==> src/rtl/nibble_serial_mult8.sv <==
// Sequential 8x8 multiplier: walks the four nibble pairs of the operands through
// one 4x4 LUT multiplier and accumulates the shifted partial products.

module nibble_lut_mult4 (
    input  logic [3:0] a,
    input  logic [3:0] b,
    output logic [7:0] y
);
    // 4x4 product table, realised as a small combinational multiply
    assign y = {4'd0, a} * {4'd0, b};
endmodule

module nibble_serial_mult8 #(
    parameter bit SIGNED_MODE = 1'b0
) (
    input  logic        clk,
    input  logic        rst,
    input  logic        in_valid,
    output logic        in_ready,
    input  logic [7:0]  a,
    input  logic [7:0]  b,
    output logic        out_valid,
    input  logic        out_ready,
    output logic [15:0] p,
    output logic        busy
);
    typedef enum logic [1:0] {
        S_IDLE = 2'd0,
        S_CALC = 2'd1,
        S_DONE = 2'd2
    } state_t;

    state_t      state_q;
    logic [7:0]  m_q;
    logic [7:0]  n_q;
    logic        neg_q;
    logic [1:0]  step_q;
    logic [15:0] acc_q;
    logic [15:0] p_q;
    logic        out_valid_q;
    logic        in_ready_q;
    logic        busy_q;

    logic [3:0]  lut_a_s;
    logic [3:0]  lut_b_s;
    logic [7:0]  lut_y_s;
    logic [15:0] term_s;
    logic [15:0] acc_d;
    logic [15:0] res_d;

    // -128 has no positive 8-bit signed form, so magnitudes are kept unsigned
    function automatic logic [7:0] mag8(input logic [7:0] x);
        if (SIGNED_MODE && x[7]) begin
            return (~x) + 8'd1;
        end else begin
            return x;
        end
    endfunction

    nibble_lut_mult4 u_lut (
        .a (lut_a_s),
        .b (lut_b_s),
        .y (lut_y_s)
    );

    // Nibble selection, partial-product alignment and result sign fix-up
    always_comb begin
        lut_a_s = m_q[3:0];
        lut_b_s = n_q[3:0];
        term_s  = 16'd0;
        if (step_q[1]) begin
            lut_a_s = m_q[7:4];
        end else begin
            lut_a_s = m_q[3:0];
        end
        if (step_q[0]) begin
            lut_b_s = n_q[7:4];
        end else begin
            lut_b_s = n_q[3:0];
        end
        case (step_q)
            2'd0:    term_s = {8'd0, lut_y_s};
            2'd1:    term_s = {8'd0, lut_y_s} << 4'd4;
            2'd2:    term_s = {8'd0, lut_y_s} << 4'd4;
            2'd3:    term_s = {8'd0, lut_y_s} << 4'd8;
            default: term_s = 16'd0;
        endcase
        acc_d = acc_q + term_s;
        if (neg_q) begin
            res_d = (~acc_d) + 16'd1;
        end else begin
            res_d = acc_d;
        end
    end

    // Control FSM with registered handshake outputs
    always_ff @(posedge clk) begin
        if (rst) begin
            state_q     <= S_IDLE;
            m_q         <= 8'd0;
            n_q         <= 8'd0;
            neg_q       <= 1'b0;
            step_q      <= 2'd0;
            acc_q       <= 16'd0;
            p_q         <= 16'd0;
            out_valid_q <= 1'b0;
            in_ready_q  <= 1'b1;
            busy_q      <= 1'b0;
        end else begin
            case (state_q)
                S_IDLE: begin
                    if (in_valid) begin
                        m_q        <= mag8(a);
                        n_q        <= mag8(b);
                        neg_q      <= SIGNED_MODE ? (a[7] ^ b[7]) : 1'b0;
                        acc_q      <= 16'd0;
                        step_q     <= 2'd0;
                        state_q    <= S_CALC;
                        in_ready_q <= 1'b0;
                        busy_q     <= 1'b1;
                    end
                end
                S_CALC: begin
                    acc_q  <= acc_d;
                    step_q <= step_q + 2'd1;
                    if (step_q == 2'd3) begin
                        state_q     <= S_DONE;
                        p_q         <= res_d;
                        out_valid_q <= 1'b1;
                    end
                end
                S_DONE: begin
                    if (out_ready) begin
                        state_q     <= S_IDLE;
                        out_valid_q <= 1'b0;
                        in_ready_q  <= 1'b1;
                        busy_q      <= 1'b0;
                    end
                end
                default: begin
                    state_q     <= S_IDLE;
                    out_valid_q <= 1'b0;
                    in_ready_q  <= 1'b1;
                    busy_q      <= 1'b0;
                end
            endcase
        end
    end

    assign in_ready  = in_ready_q;
    assign out_valid = out_valid_q;
    assign p         = p_q;
    assign busy      = busy_q;
endmodule
==> config.mk <==
export PLATFORM = sky130hd
export DESIGN_NAME = nibble_serial_mult8
export DESIGN_NICKNAME = d
export VERILOG_FILES = /design/src/rtl/nibble_serial_mult8.sv
export SDC_FILE = /design/constraint.sdc
export NUM_CORES = 1
export LEC_CHECK = 0
export CAP_MARGIN = 20
export CORE_ASPECT_RATIO = 1.75
export CORE_MARGIN = 2
export CORE_UTILIZATION = 40
export CTS_CLUSTER_SIZE = 12
export DETAILED_ROUTE_END_ITERATION = 6
export PLACE_DENSITY = 0.57
export SYNTH_ARGS = -nofsm -noshare
export SYNTH_HDL_FRONTEND = slang
export SYNTH_SLANG_ARGS = --single-unit
==> constraint.sdc <==
create_clock -name clk -period 6.8 [get_ports clk]
set_input_delay 1.36 -clock clk [delete_from_list [all_inputs] [get_ports clk]]
set_output_delay 1.36 -clock clk [all_outputs]
set_load 0.03 [all_outputs]
==> flow_metrics.env, run 1 <==
export IMPL_syn2layout_area_growth_pct=18.4
export IMPL_core_um2=8560
export IMPL_worstRegToRegCells=18
export IMPL_drtAntennaViolNets=0
export IMPL_place_inst=584
export IMPL_cp_max_fo=7
export IMPL_vias_per_cell=5.42
export IMPL_r2r_end="acc_q[12]$_SDFFE_PP0P_"
export IMPL_yosys_area_top_type="dfxtp_1"
export IMPL_ir_worst_vdd_uv=120
export IMPL_tns_ps=0
export IMPL_die_w_um=74.6
export IMPL_yosysWarnings=0
export IMPL_power_density_nw_per_um2=181
export IMPL_finalHoldViolations=0
export IMPL_drt_first_iter_violations=113
export IMPL_die_y_um=128
export IMPL_avgSynthCellArea_um2=7.75
export IMPL_cts_setup_buffers=0
export IMPL_stdcell_count=592
export IMPL_status="finished, final reports clean"
export IMPL_async_flop_share_pct=0
export IMPL_post_drt_wl_per_cell_um=15.2
export IMPL_drtPass1Iterations=5
export IMPL_arrival_ps=5610
export IMPL_p_leak_nw=1.56
export IMPL_die_area_um2=9520
export IMPL_grt_use_total_pct=20.4
export IMPL_startpoint="step_q[1]$_SDFFE_PP0P_"
export IMPL_seq_area_frac_synth_pct=31.6
export IMPL_syn_nets=504
export IMPL_synth_edf_count=0
export IMPL_start_util_pct=40.8
export IMPL_path_class="flop to flop"
export IMPL_finalSetupViolCount=0
export IMPL_dp_hpwl_mm=6.78
export IMPL_cts_max_level=2
export IMPL_path_clk_slew_ps=80
export IMPL_num_io_pins=39
export IMPL_top_layer="met4"
export IMPL_fill_cells=900
export IMPL_grt_pass1_wl_mm=15.0
export IMPL_multi_input_area_um2=2240
export IMPL_cp_required_ps=6990
export IMPL_reg2reg_from="step_q[1]$_SDFFE_PP0P_"
export IMPL_worst_pin_slew_ps=1090
export IMPL_rsz0062_at_grt="false"
export IMPL_fmax_mhz=184
export IMPL_synth_top_cell_area_share_pct=31.6
export IMPL_hold_path_class="flop to flop"
export IMPL_synth_area_top_cells="dfxtp_1 (32%), ha_1 (10%), a21oi_1 (8.5%), nand2_1 (8.1%), nor2_1 (4.3%)"
export IMPL_timing_final_crit_share_pct=79.7
export IMPL_cap_violations=0
export IMPL_cp_start_kind="flop"
export IMPL_num_rows=45
export IMPL_drv_slew=0
export IMPL_wl_mm=9.02
export IMPL_num_antenna_cells=0
export IMPL_cts_inserted_buffers=5
export IMPL_antenna_found_initial=0
export IMPL_critPathCaptureType="flop"
export IMPL_maxSlewHeadroom_pct=27.2
export IMPL_nets=528
export IMPL_cp_endpoint="acc_q[12]$_SDFFE_PP0P_"
export IMPL_layout_drive_gt1_share_pct=3.58
export IMPL_clockRootBuffer="clkbuf_16"
export IMPL_grt_max_degree=69
export IMPL_dr_wl_met2_mm=4.82
export IMPL_post_cts_resized=0
export IMPL_ys_ff_latch=55
export IMPL_io_buffers=38
export IMPL_period_needed_ps=5420
export IMPL_grt_pass1_vias=3284
export IMPL_r2r_slack_ps=1380
export IMPL_synth_distinct_cells=43
export IMPL_fin_skew_ps=10.8
export IMPL_ctsHoldBuffers=0
export IMPL_cts_tree="yes"
export IMPL_syn_inst=450
export IMPL_wl_met1_mm=3.39
export IMPL_place_gp_congestion=0.918
export IMPL_clockBufferDepth=2
export IMPL_drc=0
export IMPL_grt_ovfl_total=0
export IMPL_clk_latency_ps=300
export IMPL_ys_flop_type="dfxtp_1"
export IMPL_clkSinkCount=55
export IMPL_wl_met3_um=297
export IMPL_final_seq_area_um2=1100
export IMPL_vias=3208
export IMPL_syn_cell_area_um2=3490
layer usage:
layer	GRT usage (%)	up-vias
li1	-	1627
met1	20.6	1467
met2	37.1	81
met3	3.23	33
met4	12.6	0
met5	0	-
registers in the layout (all words and copies together) (netlist names):
register,flops
p,16
state_q,2
step_q,2
in_ready,1
acc_q,16
busy,1
out_valid,1
m_q,8
n_q,8
worst min-delay path by stage:
| stage | startpoint | end | slack, ps | depth (start not counted) |
|---|---|---|---|---|
| 2_1_floorplan | m_q[0]$_SDFFE_PP0P_ | m_q[0]$_SDFFE_PP0P_ | 440 | 2 |
| 3_3_place_gp | p[4]$_SDFFE_PP0P_ | p[4]$_SDFFE_PP0P_ | 440 | 2 |
| 3_5_place_dp | p[4]$_SDFFE_PP0P_ | p[4]$_SDFFE_PP0P_ | 450 | 2 |
| 4_1_cts | p[4]$_SDFFE_PP0P_ | p[4]$_SDFFE_PP0P_ | 460 | 2 |
| 5_1_grt | m_q[7]$_SDFFE_PP0P_ | m_q[7]$_SDFFE_PP0P_ | 470 | 2 |
| 6_report | p[10]$_SDFFE_PP0P_ | p[10]$_SDFFE_PP0P_ | 450 | 2 |
final cells by class:
cell class                 count  area share (%)
multi-input combinational    357            54.3
clock buffer                   6            3.12
clock inverter                 2            1.45
inverter                      14            1.27
sequential                    55            26.7
tap                          117            3.54
timing repair buffer          41            9.63
cell usage after synthesis (4+ instances only):
master / instances
a21o_1: 5
nor2_1: 40
o21ai_0: 15
ha_1: 29
nand4_1: 4
nand2b_1: 10
xnor2_1: 8
nand3b_1: 5
inv_1: 14
a21oi_1: 59
nand4b_1: 6
nand3_1: 20
fa_1: 5
mux2i_1: 10
dfxtp_1: 55
o21a_1: 4
clkbuf_1: 22
or2_2: 4
nor3_1: 9
a211oi_1: 5
or3_1: 4
nand2_1: 75
nor2b_1: 5
o211ai_1: 5
layout by cell type, fill, tap and decap left out, drive strengths merged, types with 2 or more instances in the layout:
cell type	count
xor2	2
nand4	4
nor2	40
nor4b	2
o211ai	5
or3	4
a211oi	6
bufinv	2
fa	5
nand2b	10
nand4b	6
mux2i	10
a22o	3
nor3b	2
o311ai	3
inv	14
and2	4
o21ai	15
dfxtp	55
ha	29
nand3	20
a21oi	59
a31oi	3
nand3b	5
clkdlybuf4s50	37
buf	4
nor3	9
o21a	4
or2	4
o21bai	2
clkbuf	6
xnor2	8
nand2	75
a21o	5
nor2b	5
through the flow:
step                      util (%)  power [mW]  hold WS (ps)  setup WS (ps)  cell area, µm²
after floorplan                  -       0.397           436           1780            3490
after global placement        46.0       0.425           443           1600            3930
after detailed placement      46.1       0.427           446           1400            3940
after CTS                     48.3       0.761           456           1380            4130
after global routing          48.3       0.778           473            977            4130
final                         48.3       0.747           454           1380            4130
report_power, final:
| group | total [mW] | switching (mW) | internal [mW] |
|---|---|---|---|
| clock | 0.328 | 0.117 | 0.211 |
| sequential | 0.337 | 0.00646 | 0.331 |
| combinational | 0.0816 | 0.0496 | 0.0320 |
| total | 0.747 | 0.173 | 0.574 |
critical path, stage by stage, from the launching register on:
cell	delay, ps
dfxtp_1	480
mux2i_1	220
or2_2	350
fa_1	540
inv_1	60
fa_1	500
ha_1	330
a211oi_1	320
o21bai_1	130
a21oi_1	180
xnor2_1	110
a22o_1	240
ha_1	380
nand4_1	160
a2111oi_0	410
a21oi_1	170
a21oi_1	320
nor3_1	100
a211o_1	300
kinds of logic after synthesis:
group                      synth area share (%)
buffers and inverters                      4.16
AOI/OAI and AO/OA                          19.0
xor gates and xnor gates                   3.19
DFF                                        31.6
adders and majority gates                  13.3
and+or+nand+nor                            25.6
muxes                                      3.19
(Power assumes the default switching activity.)
==> inputs of run 2 (changes only) <==
clock period = 5.6 ns   (was 6.8 ns; I/O delays follow)
==> run 2 against run 1 <==
Via count decreased by 0.47%. Sequential share of layout area increased by 0.23 points. Non-clock buffer count unchanged. Global-route usage decreased by 0.44 points. Clock skew decreased by 1.7 ps. Total power increased by 12%. Setup slack got worse by 1000 ps. Critical path depth decreased by 1. Die area unchanged. Sequential power increased by 21%. Register-to-register slack got worse by 1000 ps. Critical path type unchanged. Highest routed layer unchanged.
==> flow_metrics.env, run 2 (synthesized netlist as in run 1, its figures left out) <==
export IMPL_ir_worst_vdd_uv=199
export IMPL_vias=3193
export IMPL_grt_use_total_pct=19.9
export IMPL_die_w_um=74.6
export IMPL_reg2reg_from="step_q[1]$_SDFFE_PP0P_"
export IMPL_mostFrequentLayoutCells="nand2_1 (75), a21oi_1 (58), dfxtp_1 (53), nor2_1 (40), clkdlybuf4s50_1 (37)"
export IMPL_ctsHoldBuffers=0
export IMPL_cp_slowest_stage_delay_ps=540
export IMPL_power_switching_uw=219
export IMPL_rsz0062_at_grt="false"
export IMPL_clockRootBuffer="clkbuf_16"
export IMPL_hold_path_startpoint="p[10]$_SDFFE_PP0P_"
export IMPL_grt_max_degree=37
export IMPL_worst_pin_slew_ps=1070
export IMPL_clockBufferDepth=2
export IMPL_cp_slowest_cell="fa_1"
export IMPL_status="finished, final reports clean"
export IMPL_fmax_mhz=192
export IMPL_pre_cts_slack_ps=206
export IMPL_finalHoldViolations=0
export IMPL_grt_ovfl_total=0
export IMPL_core_um2=8560
export IMPL_r2r_slack_ps=380
export IMPL_setup_ws_ps=380
export IMPL_drv_slew=0
export IMPL_cap_violations=0
export IMPL_path_class="flop to flop"
export IMPL_drt_first_iter_violations=167
export IMPL_clkSinkCount=55
export IMPL_layout_drive_gt1_share_pct=4.42
export IMPL_cts_tree="yes"
export IMPL_cts_setup_buffers=0
export IMPL_fin_area_um2=4100
export IMPL_power_frac_clock_pct=39.4
export IMPL_cp_num_buf_inv=1
export IMPL_dp_hpwl_mm=6.80
export IMPL_cts_max_level=2
export IMPL_grt_pass1_vias=3165
export IMPL_io_buffers=38
export IMPL_nets=528
export IMPL_fin_skew_ps=9.02
export IMPL_grt_pass1_wl_mm=14.5
export IMPL_clk_latency_ps=300
export IMPL_maxSlewHeadroom_pct=28.4
export IMPL_cp_start_kind="flop"
export IMPL_cp_required_ps=5830
export IMPL_swShare_pct=26.2
export IMPL_p_int_uw=620
export IMPL_tns_ps=0
export IMPL_vias_per_cell=5.39
export IMPL_period_needed_ps=5220
export IMPL_timing_final_crit_share_pct=93.2
export IMPL_arrival_ps=5450
export IMPL_placed_cell_area_um2=3940
export IMPL_num_antenna_cells=0
export IMPL_finalSetupViolCount=0
export IMPL_p_comb_share_pct=11.8
export IMPL_drtAntennaViolNets=0
export IMPL_p_seq_share_pct=48.8
export IMPL_critPathCaptureType="flop"
export IMPL_die_y_um=128
export IMPL_syn2layout_area_growth_pct=17.6
export IMPL_cts_inserted_buffers=5
export IMPL_start_util_pct=40.8
export IMPL_num_rows=45
export IMPL_cp_max_fo=7
export IMPL_holdPathEnd="p[10]$_SDFFE_PP0P_"
export IMPL_r2r_end="p[15]$_SDFFE_PP0P_"
export IMPL_post_drt_wl_per_cell_um=15.0
export IMPL_final_common_cell="nand2_1"
export IMPL_worstRegToRegCells=17
export IMPL_total_power_uw=839
export IMPL_place_gp_congestion=0.913
export IMPL_drtPass1Iterations=4
export IMPL_hold_path_depth=2
export IMPL_die_area_um2=9520
export IMPL_cp_top_family="adder cells"
export IMPL_power_density_nw_per_um2=204
export IMPL_startpoint="step_q[1]$_SDFFE_PP0P_"
export IMPL_num_io_pins=39
export IMPL_antenna_found_initial=0
export IMPL_p_leak_nw=1.55
export IMPL_path_cells="mux2i_1 > or2_2 > fa_1 > inv_1 > fa_1 > ha_1 > a211oi_1 > o21bai_1 > a21oi_1 > xnor2_1 > a22o_1 > ha_1 > nand4_1 > or3_1 > o21a_1 > xor3_1 > a211oi_2"
export IMPL_hold_path_class="flop to flop"
export IMPL_drc=0
export IMPL_path_clk_slew_ps=80
export IMPL_wl_mm=8.86
==> run 2: how the worst max path moves through the flow <==
stage,end,slack (ps),depth (start not counted)
5_1_grt,acc_q[12]$_SDFFE_PP0P_,2,18
2_1_floorplan,p[15]$_SDFFE_PP0P_,580,18
6_report,p[15]$_SDFFE_PP0P_,380,17
3_3_place_gp,acc_q[12]$_SDFFE_PP0P_,400,18
3_5_place_dp,acc_q[12]$_SDFFE_PP0P_,210,18
4_1_cts,acc_q[12]$_SDFFE_PP0P_,160,18
==> run 2: cell type report <==
class / count / area (µm²)
clock buffer: 6 / 139
tap: 117 / 146
inverter: 14 / 52.6
multi-input combinational: 357 / 2250
timing repair buffer: 41 / 398
sequential: 55 / 1100
clock inverter: 2 / 16.3
fill: 870 / 4450
==> run 2: tightest hold or removal path: stages, from the launching register on <==
cell and delay [ps]:
dfxtp_1 310, nand2_1 50, a21oi_1 50
==> run 2: what timing repair did <==
| action | 4_1_cts | 5_1_grt |
|---|---|---|
| gates resized for setup | 0 | 5 |
| endpoints found under the hold margin | 0 | 0 |
| endpoints found under the setup margin | 0 | 5 |
==> run 2: routing by layer <==
layer	up-vias	wire [µm]	global-route usage (%)
met2	65	4870	37.0
met3	23	206	2.68
li1	1620	-	-
met4	0	439	12.1
met1	1485	3340	19.8
met5	-	0	0
==> run 2: through the flow <==
step / util (%) / hold slack (ps) / std cells
finish: 48.0 / 454 / 592
global route: 48.0 / 469 / 592
CTS: 47.9 / 456 / 592
detailed placement: 46.1 / 446 / 584
global placement: 46.0 / 443 / 583
floorplan: - / 436 / 450
==> run 2: power groups by stage <==
| stage | Sequential (mW) | Combinational, mW | Clock (mW) |
|---|---|---|---|
| final | 0.409 | 0.0989 | 0.331 |
| after CTS | 0.409 | 0.100 | 0.338 |
| after floorplan | 0.417 | 0.0649 | 0 |
| after global placement | 0.418 | 0.0971 | 0 |
| after detailed placement | 0.419 | 0.0995 | 0 |
| after global routing | 0.410 | 0.111 | 0.347 |
==> inputs of run 3 (changes only) <==
RECOVER_POWER = 25   (was unset)
clock period = 6.55 ns   (was 5.6 ns; I/O delays follow)
==> run 3 against run 2 <==
The run now ends with max-capacitance violations, max-slew violations left. Final cell count unchanged. Core utilization down 0.25 points. Sequential power down 14%. First-iteration DRC count down 17%. Clock skew down 2.1 ps. Critical path depth up 1. Worst hold slack worse by 1.2 ps. Routed wire length up 2.1%. Sequential cell count unchanged. Count of clock-buffer cells in the layout down 1. Combinational power down 14%.
==> flow_metrics.env, run 3 (synthesized netlist as in run 1, its figures left out) <==
export IMPL_status="finished with violations"
export IMPL_violations="max-capacitance violations, max-slew violations"
export IMPL_grt_pass1_vias=3278
export IMPL_wl_met3_um=259
export IMPL_crit_top_cell="a21oi_1"
export IMPL_rsz0062_at_grt="false"
export IMPL_cp_start_kind="flop"
export IMPL_cp_slowest_stage_delay_ps=540
export IMPL_dr_wl_met2_mm=5.03
export IMPL_num_rows=45
export IMPL_drt_first_iter_violations=138
export IMPL_antenna_found_initial=0
export IMPL_io_buffers=38
export IMPL_top_layer="met4"
export IMPL_layout_drive_gt1_share_pct=3.58
export IMPL_fmax_mhz=184
export IMPL_grt_pass1_wl_mm=15.3
export IMPL_path_cells="mux2i_1 > or2_2 > fa_1 > inv_1 > fa_1 > ha_1 > a211oi_1 > o21bai_1 > a21oi_1 > xnor2_1 > a22o_1 > ha_1 > nand4_1 > a2111oi_0 > a21oi_1 > a21oi_1 > nor3_1 > a211o_1"
export IMPL_ctsHoldBuffers=0
export IMPL_clockRootBuffer="clkbuf_16"
export IMPL_maxSlewHeadroom_pct=-82.9
export IMPL_swShare_pct=26.5
export IMPL_fin_skew_ps=6.95
export IMPL_core_um2=8560
export IMPL_finalHoldViolations=0
export IMPL_finalSetupViolCount=0
export IMPL_die_y_um=128
export IMPL_num_antenna_cells=0
export IMPL_cp_required_ps=6740
export IMPL_worst_pin_slew_ps=2740
export IMPL_die_area_um2=9520
export IMPL_nets=528
export IMPL_path_class="flop to flop"
export IMPL_syn2layout_area_growth_pct=17.0
export IMPL_cp_num_buf_inv=1
export IMPL_clockBufferDepth=2
export IMPL_power_frac_clock_pct=38.3
export IMPL_cp_top_family="compound AO/OA/AOI/OAI gates"
export IMPL_post_cts_resized=0
export IMPL_p_int_uw=518
export IMPL_r2r_slack_ps=1110
export IMPL_cp_max_fo=7
export IMPL_cts_setup_buffers=0
export IMPL_place_gp_congestion=0.918
export IMPL_num_io_pins=39
export IMPL_clkSinkCount=55
export IMPL_drtAntennaViolNets=0
export IMPL_utilization_pct=47.7
export IMPL_drv_slew=69
export IMPL_power_density_nw_per_um2=173
export IMPL_die_w_um=74.6
export IMPL_path_clk_slew_ps=70
export IMPL_timing_final_crit_share_pct=83.0
export IMPL_period_needed_ps=5440
export IMPL_clk_latency_ps=300
export IMPL_final_common_cell="nand2_1"
export IMPL_cp_slowest_cell="fa_1"
export IMPL_grt_ovfl_total=0
export IMPL_drc=0
export IMPL_p_seq_share_pct=49.7
export IMPL_ir_worst_vdd_uv=104
export IMPL_cts_inserted_buffers=5
export IMPL_grt_use_total_pct=20.8
export IMPL_mostFrequentLayoutCells="nand2_1 (75), a21oi_1 (59), dfxtp_1 (55), nor2_1 (40), clkdlybuf4s50_1 (37)"
export IMPL_start_util_pct=40.8
export IMPL_arrival_ps=5630
export IMPL_wl_mm=9.05
export IMPL_power_switching_uw=187
export IMPL_post_drt_wl_per_cell_um=15.3
export IMPL_vias=3158
export IMPL_tns_ps=0
export IMPL_grt_max_degree=69
export IMPL_p_comb_share_pct=12.0
export IMPL_hold_path_class="flop to flop"
export IMPL_wl_met1_mm=3.48
export IMPL_cts_tree="yes"
export IMPL_critPathCaptureType="flop"
export IMPL_p_leak_nw=1.54
export IMPL_vias_per_cell=5.33
export IMPL_drtPass1Iterations=4
export IMPL_cap_violations=1
export IMPL_cts_max_level=2
export IMPL_dp_hpwl_mm=6.74
==> run 3: path summary, 6_finish.rpt <==
check	start	end	depth (start not counted)
setup / recovery	step_q[1]$_SDFFE_PP0P_	acc_q[12]$_SDFFE_PP0P_	18
hold / removal	m_q[0]$_SDFFE_PP0P_	m_q[0]$_SDFFE_PP0P_	2
setup reg to reg	step_q[1]$_SDFFE_PP0P_	acc_q[12]$_SDFFE_PP0P_	18
hold reg to reg	m_q[0]$_SDFFE_PP0P_	m_q[0]$_SDFFE_PP0P_	2
==> run 3: power groups by stage <==
stage / Sequential [mW] / Combinational, mW / Clock, mW
5_1_grt: 0.351 / 0.0953 / 0.289
3_5_place_dp: 0.358 / 0.0851 / 0
4_1_cts: 0.350 / 0.0856 / 0.279
3_3_place_gp: 0.358 / 0.0831 / 0
6_report: 0.350 / 0.0849 / 0.270
2_1_floorplan: 0.357 / 0.0555 / 0
==> run 3: worst register-to-register path, delay by kind of cell, from the launching register on <==
| family | cells | cell delay (ps) |
|---|---|---|
| DFF | 1 | 490 |
| xor gates and xnor gates | 1 | 110 |
| and+or+nand+nor | 3 | 640 |
| AOI/OAI and AO/OA | 8 | 2050 |
| adders and majority gates | 4 | 1770 |
| buffers and inverters | 1 | 60 |
| muxes | 1 | 220 |
==> run 3: cell type report <==
cell class	instances	area [µm²]
multi-input combinational	357	2240
timing repair buffer	41	394
clock buffer	5	125
fill	903	4480
sequential	55	1100
tap	117	146
inverter	14	52.6
clock inverter	3	20.0
==> run 3: per-stage QoR <==
stage	instance area (µm²)	total power [mW]	worst slack [ps]	hold slack (ps)	cells
floorplan	3490	0.412	1530	436	450
global placement	3930	0.441	1350	444	583
detailed placement	3940	0.443	1140	445	584
CTS	4090	0.715	1140	455	592
global route	4080	0.735	696	473	592
finish	4080	0.705	1110	453	592
==> run 3: per-layer routing <==
metal  up-vias  global-route usage [%]
li1       1618                       -
met1      1460                    21.5
met2        62                    38.8
met3        18                    3.08
met4         0                    10.5
met5         -                       0
